$ cat src/rtl/wave_clk_ctrl.sv
// -----------------------------------------------------------------------------
// wave_clk_ctrl
//
// Programmable clock-enable controller for the waveform generator datapath.
// Divides clk_in by a runtime ratio N and produces a registered divided clock
// level (clk_out) plus a one-cycle tick on the first cycle of every output
// period. Run/stop requests are honoured only on period boundaries, and new
// ratios arrive through a valid/ready handshake. A new ratio takes effect only
// when a period starts, so clk_out never glitches.
//
// Ports
//   clk_in     in   system clock (50 MHz)
//   reset      in   synchronous, active-high reset
//   start      in   level, requests RUN
//   stop       in   level, requests a stop at the end of the current period
//   cfg_valid  in   new ratio offered
//   cfg_div    in   offered ratio N (DIV_W bits, must be >= 2)
//   cfg_ready  out  controller can accept a ratio
//   cur_div    out  ratio currently in effect
//   err        out  one-cycle pulse when an offered ratio is rejected
//   clk_out    out  divided clock level, registered
//   tick       out  one-cycle pulse on the first cycle of each output period
//   busy       out  high while the controller is not IDLE
// -----------------------------------------------------------------------------
module wave_clk_ctrl #(
  parameter int unsigned DIV_W       = 16,
  parameter int unsigned DEFAULT_DIV = 4
) (
  input  logic             clk_in,
  input  logic             reset,
  input  logic             start,
  input  logic             stop,
  input  logic             cfg_valid,
  input  logic [DIV_W-1:0] cfg_div,
  output logic             cfg_ready,
  output logic [DIV_W-1:0] cur_div,
  output logic             err,
  output logic             clk_out,
  output logic             tick,
  output logic             busy
);

  typedef enum logic [1:0] {
    S_IDLE     = 2'd0,
    S_RUN      = 2'd1,
    S_STOPPING = 2'd2
  } state_e;

  state_e           state_q;
  logic [DIV_W-1:0] cnt_q;
  logic [DIV_W-1:0] cur_div_q;
  logic [DIV_W-1:0] pend_q;
  logic             pend_vld_q;
  logic             cfg_ready_q;
  logic             err_q;
  logic             clk_out_q;
  logic             tick_q;
  logic             busy_q;

  // Next-cycle helpers shared by the counting states.
  logic             wrap;
  logic             apply;
  logic             xfer;
  logic [DIV_W-1:0] div_d;
  logic [DIV_W-1:0] cnt_d;
  logic             clk_out_d;

  // NOTE: every signal assigned in always_comb gets a default first, so no
  // path can leave it unassigned and infer a latch.
  always_comb begin
    wrap      = (cnt_q == (cur_div_q - DIV_W'(1)));
    // A pending ratio lands immediately when idle, otherwise only at a
    // period boundary so the current period is never cut short.
    apply     = pend_vld_q && ((state_q == S_IDLE) || wrap);
    xfer      = cfg_valid && cfg_ready_q;
    div_d     = apply ? pend_q : cur_div_q;
    cnt_d     = wrap ? '0 : cnt_q + DIV_W'(1);
    // The high phase is evaluated against the ratio of the period the new
    // count belongs to, so a period started by an apply uses the new N.
    clk_out_d = (cnt_d < (div_d >> 1));
  end

  // NOTE: sequential state uses non-blocking assignments only, so every
  // register samples the pre-edge values regardless of statement order.
  always_ff @(posedge clk_in) begin
    if (reset) begin
      state_q     <= S_IDLE;
      cnt_q       <= '0;
      cur_div_q   <= DIV_W'(DEFAULT_DIV);
      pend_q      <= '0;
      pend_vld_q  <= 1'b0;
      cfg_ready_q <= 1'b1;
      err_q       <= 1'b0;
      clk_out_q   <= 1'b0;
      tick_q      <= 1'b0;
      busy_q      <= 1'b0;
    end else begin
      err_q <= 1'b0;

      // Configuration handshake. apply and xfer are mutually exclusive:
      // apply needs a pending ratio, which holds cfg_ready low.
      if (apply) begin
        cur_div_q   <= pend_q;
        pend_vld_q  <= 1'b0;
        cfg_ready_q <= 1'b1;
      end else if (xfer) begin
        if (cfg_div < DIV_W'(2)) begin
          err_q <= 1'b1;
        end else begin
          pend_q      <= cfg_div;
          pend_vld_q  <= 1'b1;
          cfg_ready_q <= 1'b0;
        end
      end

      case (state_q)
        S_IDLE: begin
          cnt_q     <= '0;
          clk_out_q <= 1'b0;
          tick_q    <= 1'b0;
          busy_q    <= 1'b0;
          // stop has priority over start.
          if (start && !stop) begin
            state_q   <= S_RUN;
            clk_out_q <= 1'b1;
            tick_q    <= 1'b1;
            busy_q    <= 1'b1;
          end
        end

        S_RUN: begin
          cnt_q     <= cnt_d;
          tick_q    <= wrap;
          clk_out_q <= clk_out_d;
          if (stop) begin
            if (wrap) begin
              // Stop seen on the last cycle of a period: finish right here.
              state_q   <= S_IDLE;
              cnt_q     <= '0;
              tick_q    <= 1'b0;
              clk_out_q <= 1'b0;
              busy_q    <= 1'b0;
            end else begin
              state_q <= S_STOPPING;
            end
          end
        end

        S_STOPPING: begin
          cnt_q     <= cnt_d;
          tick_q    <= wrap;
          clk_out_q <= clk_out_d;
          if (start && !stop) begin
            // Stop cancelled; counting carries on undisturbed.
            state_q <= S_RUN;
          end else if (wrap) begin
            state_q   <= S_IDLE;
            cnt_q     <= '0;
            tick_q    <= 1'b0;
            clk_out_q <= 1'b0;
            busy_q    <= 1'b0;
          end
        end

        default: begin
          state_q   <= S_IDLE;
          cnt_q     <= '0;
          tick_q    <= 1'b0;
          clk_out_q <= 1'b0;
          busy_q    <= 1'b0;
        end
      endcase
    end
  end

  assign cfg_ready = cfg_ready_q;
  assign cur_div   = cur_div_q;
  assign err       = err_q;
  assign clk_out   = clk_out_q;
  assign tick      = tick_q;
  assign busy      = busy_q;

endmodule

$ cat config.mk
export PLATFORM = sky130hd
export DESIGN_NAME = wave_clk_ctrl
export DESIGN_NICKNAME = d
export VERILOG_FILES = /design/src/rtl/wave_clk_ctrl.sv
export SDC_FILE = /design/constraint.sdc
export NUM_CORES = 1
export LEC_CHECK = 0
export BUFFER_PORTS_ARGS = -buffer_cell sky130_fd_sc_hd__buf_2
export CORE_ASPECT_RATIO = 0.6
export CORE_MARGIN = 1
export CORE_UTILIZATION = 40
export CTS_BUF_LIST = sky130_fd_sc_hd__clkbuf_16
export DETAILED_ROUTE_END_ITERATION = 8
export MAX_ROUTING_LAYER = met4
export SLEW_MARGIN = 15
export SYNTH_ARGS = -nofsm -noshare
export SYNTH_HDL_FRONTEND = slang
export SYNTH_SLANG_ARGS = --single-unit
$ cat constraint.sdc
create_clock -name clk_in -period 4.2 [get_ports clk_in]
set_input_delay 0 -clock clk_in [delete_from_list [all_inputs] [get_ports clk_in]]
set_output_delay 0 -clock clk_in [all_outputs]
set_load 0.03 [all_outputs]
# == After elaboration in Yosys (flattened, before gate mapping) ==
# Index checks and enable logic that the tools add are counted.
# totals
output_inout_bits,21
word_cells,62
register_bits,56
# op_classes
n_bitwise,3
order_cmp,2
n_addsub,2
n_mux,25
n_reduce_logical,12
eq_ne,7
# op_table
operator,n
two-way mux 16 bit,5
one-hot mux 16 bit (2 select lines),1
"adder 16 x 1 -> 16 bit, second input constant",1
equality test 16 bit,1
less-than comparator 16 x 15 -> 1 bit,1
"less-than comparator 16 x 2 -> 1 bit, second input constant",1
"subtractor 16 x 1 -> 16 bit, second input constant",1
two-way mux 1 bit,10
two-way mux 2 bit,5
one-hot mux 1 bit (3 select lines),3
one-hot mux 2 bit (3 select lines),1
AND reduction 3 bit,2
"!= test 2 bit, second input constant",2
AND reduction 2 bit,2
logical AND 1 bit,3
"!= test 3 bit, second input constant",1
inverter 1 bit,3
OR reduction 3 bit,1
"equality test 2 x 1 -> 1 bit, second input constant",1
"equality test 2 bit, second input constant",1
logical NOT 2 bit,1
"!= test 2 x 1 -> 1 bit, second input constant",1
OR reduction 2 bit,1
logical NOT 1 bit,1
logical OR 1 bit,1

# == Longest topological paths before layout ==
# logic_depth
ltp_word,9
mapped_depth,18
depth_no_buf,17

# == Worst setup path after synthesis ==
# Ideal clock, no wire load.
# synth_timing
kind,reg2reg
start,"reg cur_div_q[8], in the netlist cur_div[8]"
end,"reg clk_out_q, in the netlist clk_out"
n_path_buf,2
required_time_ns,4.114
arrival_ns,3.729
path_slack_ns,0.386
period_less_slack_ns,3.814
stages_incl_launch_ff,18
path_cell_list,dfxtp_1 -> clkbuf_2 -> nor4_2 -> nand4b_2 -> mux2_2 -> a211oi_2 -> nor4_2 -> o21ai_2 -> buf_2 -> mux2i_1 -> ha_1 -> a21o_1 -> a21o_1 -> a21oi_1 -> nor2_1 -> a211oi_1 -> a31oi_1 -> a211oi_1
# synth_between
elab_chain_cells,9
elab_cells_between_ends,11
classes_between,add/sub: 1; order compare: 1; eq/ne: 1; mux: 6; reduce/logical: 2
# synth_rtl
item,line,source
"start, declared",51,logic [DIV_W-1:0] cur_div_q;
"start signal, assigned",89,cur_div_q <= DIV_W'(DEFAULT_DIV);
"start signal, assigned",103,cur_div_q <= pend_q;
subtractor 16 x 1 -> 16 bit,71,wrap = (cnt_q == (cur_div_q - DIV_W'(1)));
equality test 16 bit,71,
logical OR 1 bit,74,apply = pend_vld_q && ((state_q == S_IDLE) || wrap);
logical AND 1 bit,74,
two-way mux 16 bit,n/a,
less-than comparator 16 x 15 -> 1 bit,80,clk_out_d = (cnt_d < (div_d >> 1));
two-way mux 1 bit,"136, 156",
"two-way mux 1 bit, on equally long branches","153, 135",
one-hot mux 1 bit (3 select lines) *,116,case (state_q)
"end signal, assigned",134,clk_out_q <= clk_out_d;
"end signal, assigned",152,clk_out_q <= clk_out_d;
"end, declared",56,logic clk_out_q;
# Mark *: on every way between the ends. The rest lies on a longest branch, timed or not.
# A chain may end at the register's enable or synchronous reset.

# == Final worst setup path ==
# layout_timing
start,"reg cur_div_q[6], in the netlist cur_div[6]"
end,"reg clk_out_q, in the netlist clk_out"
# The elaborated chain is that of the path after synthesis.

==> metrics.txt <==
run status completed; setup repair after global routing missed its margin false; register area between 1000 and 1500 sq um; setup TNS 0 ns; worst min path class input pin to flop; PortBufs ~40; DR DRC count 0; post-synthesis xor/xnor area fraction 0.08770; Mean Syn Cell Area roughly 8.6 sq um; Longest Clk Path Bufs 2; P per Cell Area a little under 400 nW/um^2; final net count 477; critical path arrival about 4.2 ns; Yosys warnings 0; worst clock skew a little over 0.009 ns; relative slew slack 0.4415; synthesized cell area 3296 sq um; fin. max-slew vios 0; ys flop type dfxtp_1; post-layout util 0.5026; post-synth top area share 0.3402; via count roughly 2,900; simple-gate share of the synthesized area 0.2232; # diodes 0; Yosys top cell by area dfxtp_1; Vert. Die Dim just over 70 microns; fmax 253.2 MHz; startpoint types flop; core area 7914 sq um; largest family of logic cells by synthesized area simple AND/OR/NAND/NOR gates; Clk pin slew, worst setup/hold paths 0.08 ns; antenna-violating nets left 0; crit end category flop; Crit Path Category flop to flop; drt via density between 5 and 6; synth unique cells between 50 and 60; Final HPWL DP 6458 microns; Root Buffer Master clkbuf_16; Pleak ~1.8 nW; Seq/Total Area, Yosys 0.3402; syn nets ~420; fin crit period 3.949 ns; H-tree depth 2; CP max FO 33; GR Overflow Total 0; floorplan row count 25; Final Hold Vio Count 0; pin count of the biggest net entering global routing 38; initial antenna violation count 0; Synth Area in Compound Gates 0.1712; Synth Area in Adders 0.07897; clk sink count 56; TritonCTS clock tree built; FILL cells roughly 740; commonest non-fill, non-tap cells in the layout dfxtp_1, buf_2, nor2_1, nand2_1, a21oi_1; post-synthesis mux area share 0.05505; Multi-input gate area just over 2000 sq um; Max VDD drop approximately 0.19 mV; commonest non-fill, non-tap cell in the layout dfxtp_1; Tightest Pin Transition ~0.83 ns; Final setup viols 0; Wirelength per Cell approximately 16 microns; CP required 4.43 ns; ys async rst share 0; Final period util 0.9402; #FFs+latches synth 56; DRT Pass-1 Iters 6; initial drt markers 235; Layout area overhead 20.69%; number of synthesized flops with an enable pin 0; vias in the first global route roughly 2,700; Synth Instances approximately 380; Placement Setup Slack about 0.20 ns; WL final just under 9000 microns; Die Wd about 120 microns; top-level I/O count 42; most area-consuming cells after synthesis dfxtp_1, ha_1, mux2i_1; Setup WS post-layout approximately 0.25 ns; total die area roughly 8600 sq um; layout cells sized above 1 0.2037; Final Wtd Congestion 0.9564; CTS buffer count 5; clk_lat worst skew ~0.31 ns; Total GRT Usage 0.2201; max cap viols 0; Starting Density 0.4164; global-route wire length before repair 14,080 microns
## cell type report
class	instances	share of cell area
repair buffers	68	0.1164
well taps	108	0.03397
multi-input cells	291	0.5178
clock buffers	5	0.03146
clock inverters	3	0.005348
inverters	14	0.01321
flip-flops and latches	56	0.2819
## metal layers
layer  part of all wire  GRT usage  up-vias
li1                   -          -     1465
met1               0.51     0.3112     1378
met2               0.41     0.3146       63
met3              0.067    0.04796        7
met4             0.0077    0.05767        0
met5                  0          -        -
## stage by stage
stage               hold WS [ns]  instances  area, sq um  total power, mW
floorplan                 0.1452        382         3296           0.9703
global placement          0.2389        519         3633            1.109
detailed placement        0.2475        519         3633            1.113
CTS                       0.1016        544         3950            1.552
global route              0.1344        545         3978            1.634
finish                   0.09981        545         3978            1.550
## worst paths after layout
kind	end	slack (ns)	startpoint	cells past startpoint
hold / removal	cur_div[11]$_SDFF_PP0_	0.1	reset	2
setup / recovery	clk_out$_SDFF_PP0_	0.25	cur_div[6]$_SDFF_PP0_	16
setup reg to reg	clk_out$_SDFF_PP0_	0.25	cur_div[6]$_SDFF_PP0_	16
hold reg to reg	err$_SDFF_PP0_	0.49	cfg_ready$_SDFFE_PP1P_	2
## critical path, cell delays in order, from the launching register on
cell      delay [ns]
dfxtp_1         0.40
nor4_4          0.43
nand4b_2        0.22
mux2_2          0.32
a211oi_2        0.33
nor4_4          0.09
o21ai_2         0.17
buf_12          0.23
mux2i_1         0.25
ha_1            0.27
a21o_1          0.18
a21o_1          0.16
a21oi_1         0.14
nor2_1          0.05
a211oi_1        0.30
a31oi_1         0.14
a211oi_1        0.17
## synthesized netlist by cell type (3+ instances only)
cell type,instances
nand3_1,6
a31o_2,17
a21oi_1,27
nand2_1,28
clkbuf_1,12
nand2b_1,3
buf_2,6
mux2i_1,17
and2_1,6
nor3_1,17
dfxtp_1,56
xnor2_1,18
nor4_2,3
a211oi_1,4
and3_1,5
nor2b_1,6
a31oi_1,4
nor4_1,5
nand3b_1,3
nor2_1,39
inv_1,13
nand4_1,5
a21o_1,8
ha_1,20
xor2_1,15
nor3b_1,3
## sequential cells by signal (all words and copies together), names as in the netlist, 2 cells and up
| register | cells |
|---|---|
| cnt_q | 16 |
| cur_div | 16 |
| pend_q | 16 |
| state_q | 2 |
## where the power goes
group	internal, mW	leakage [nW]	total (mW)	switching (mW)
clock network	0.223	0.0702	0.430	0.208
registers	0.577	0.455	0.618	0.0409
logic	0.214	1.26	0.502	0.288
total	1.01	1.78	1.55	0.537
## cells by family after synthesis
logic type	after synthesis
simple gates	139
mux	18
xor+xnor	33
flops	56
buf+inv	35
compound gates	80
fa+ha+maj	21
## repair_timing
item                                    in CTS  in global routing
endpoints found under the setup margin       0                  1
hold buffers                                17                  0
buffers inserted                             0                  1
gates resized for setup                      0                  3
hold endpoints to repair                    17                  0
No activity file was read; power rests on OpenSTA's default activity.
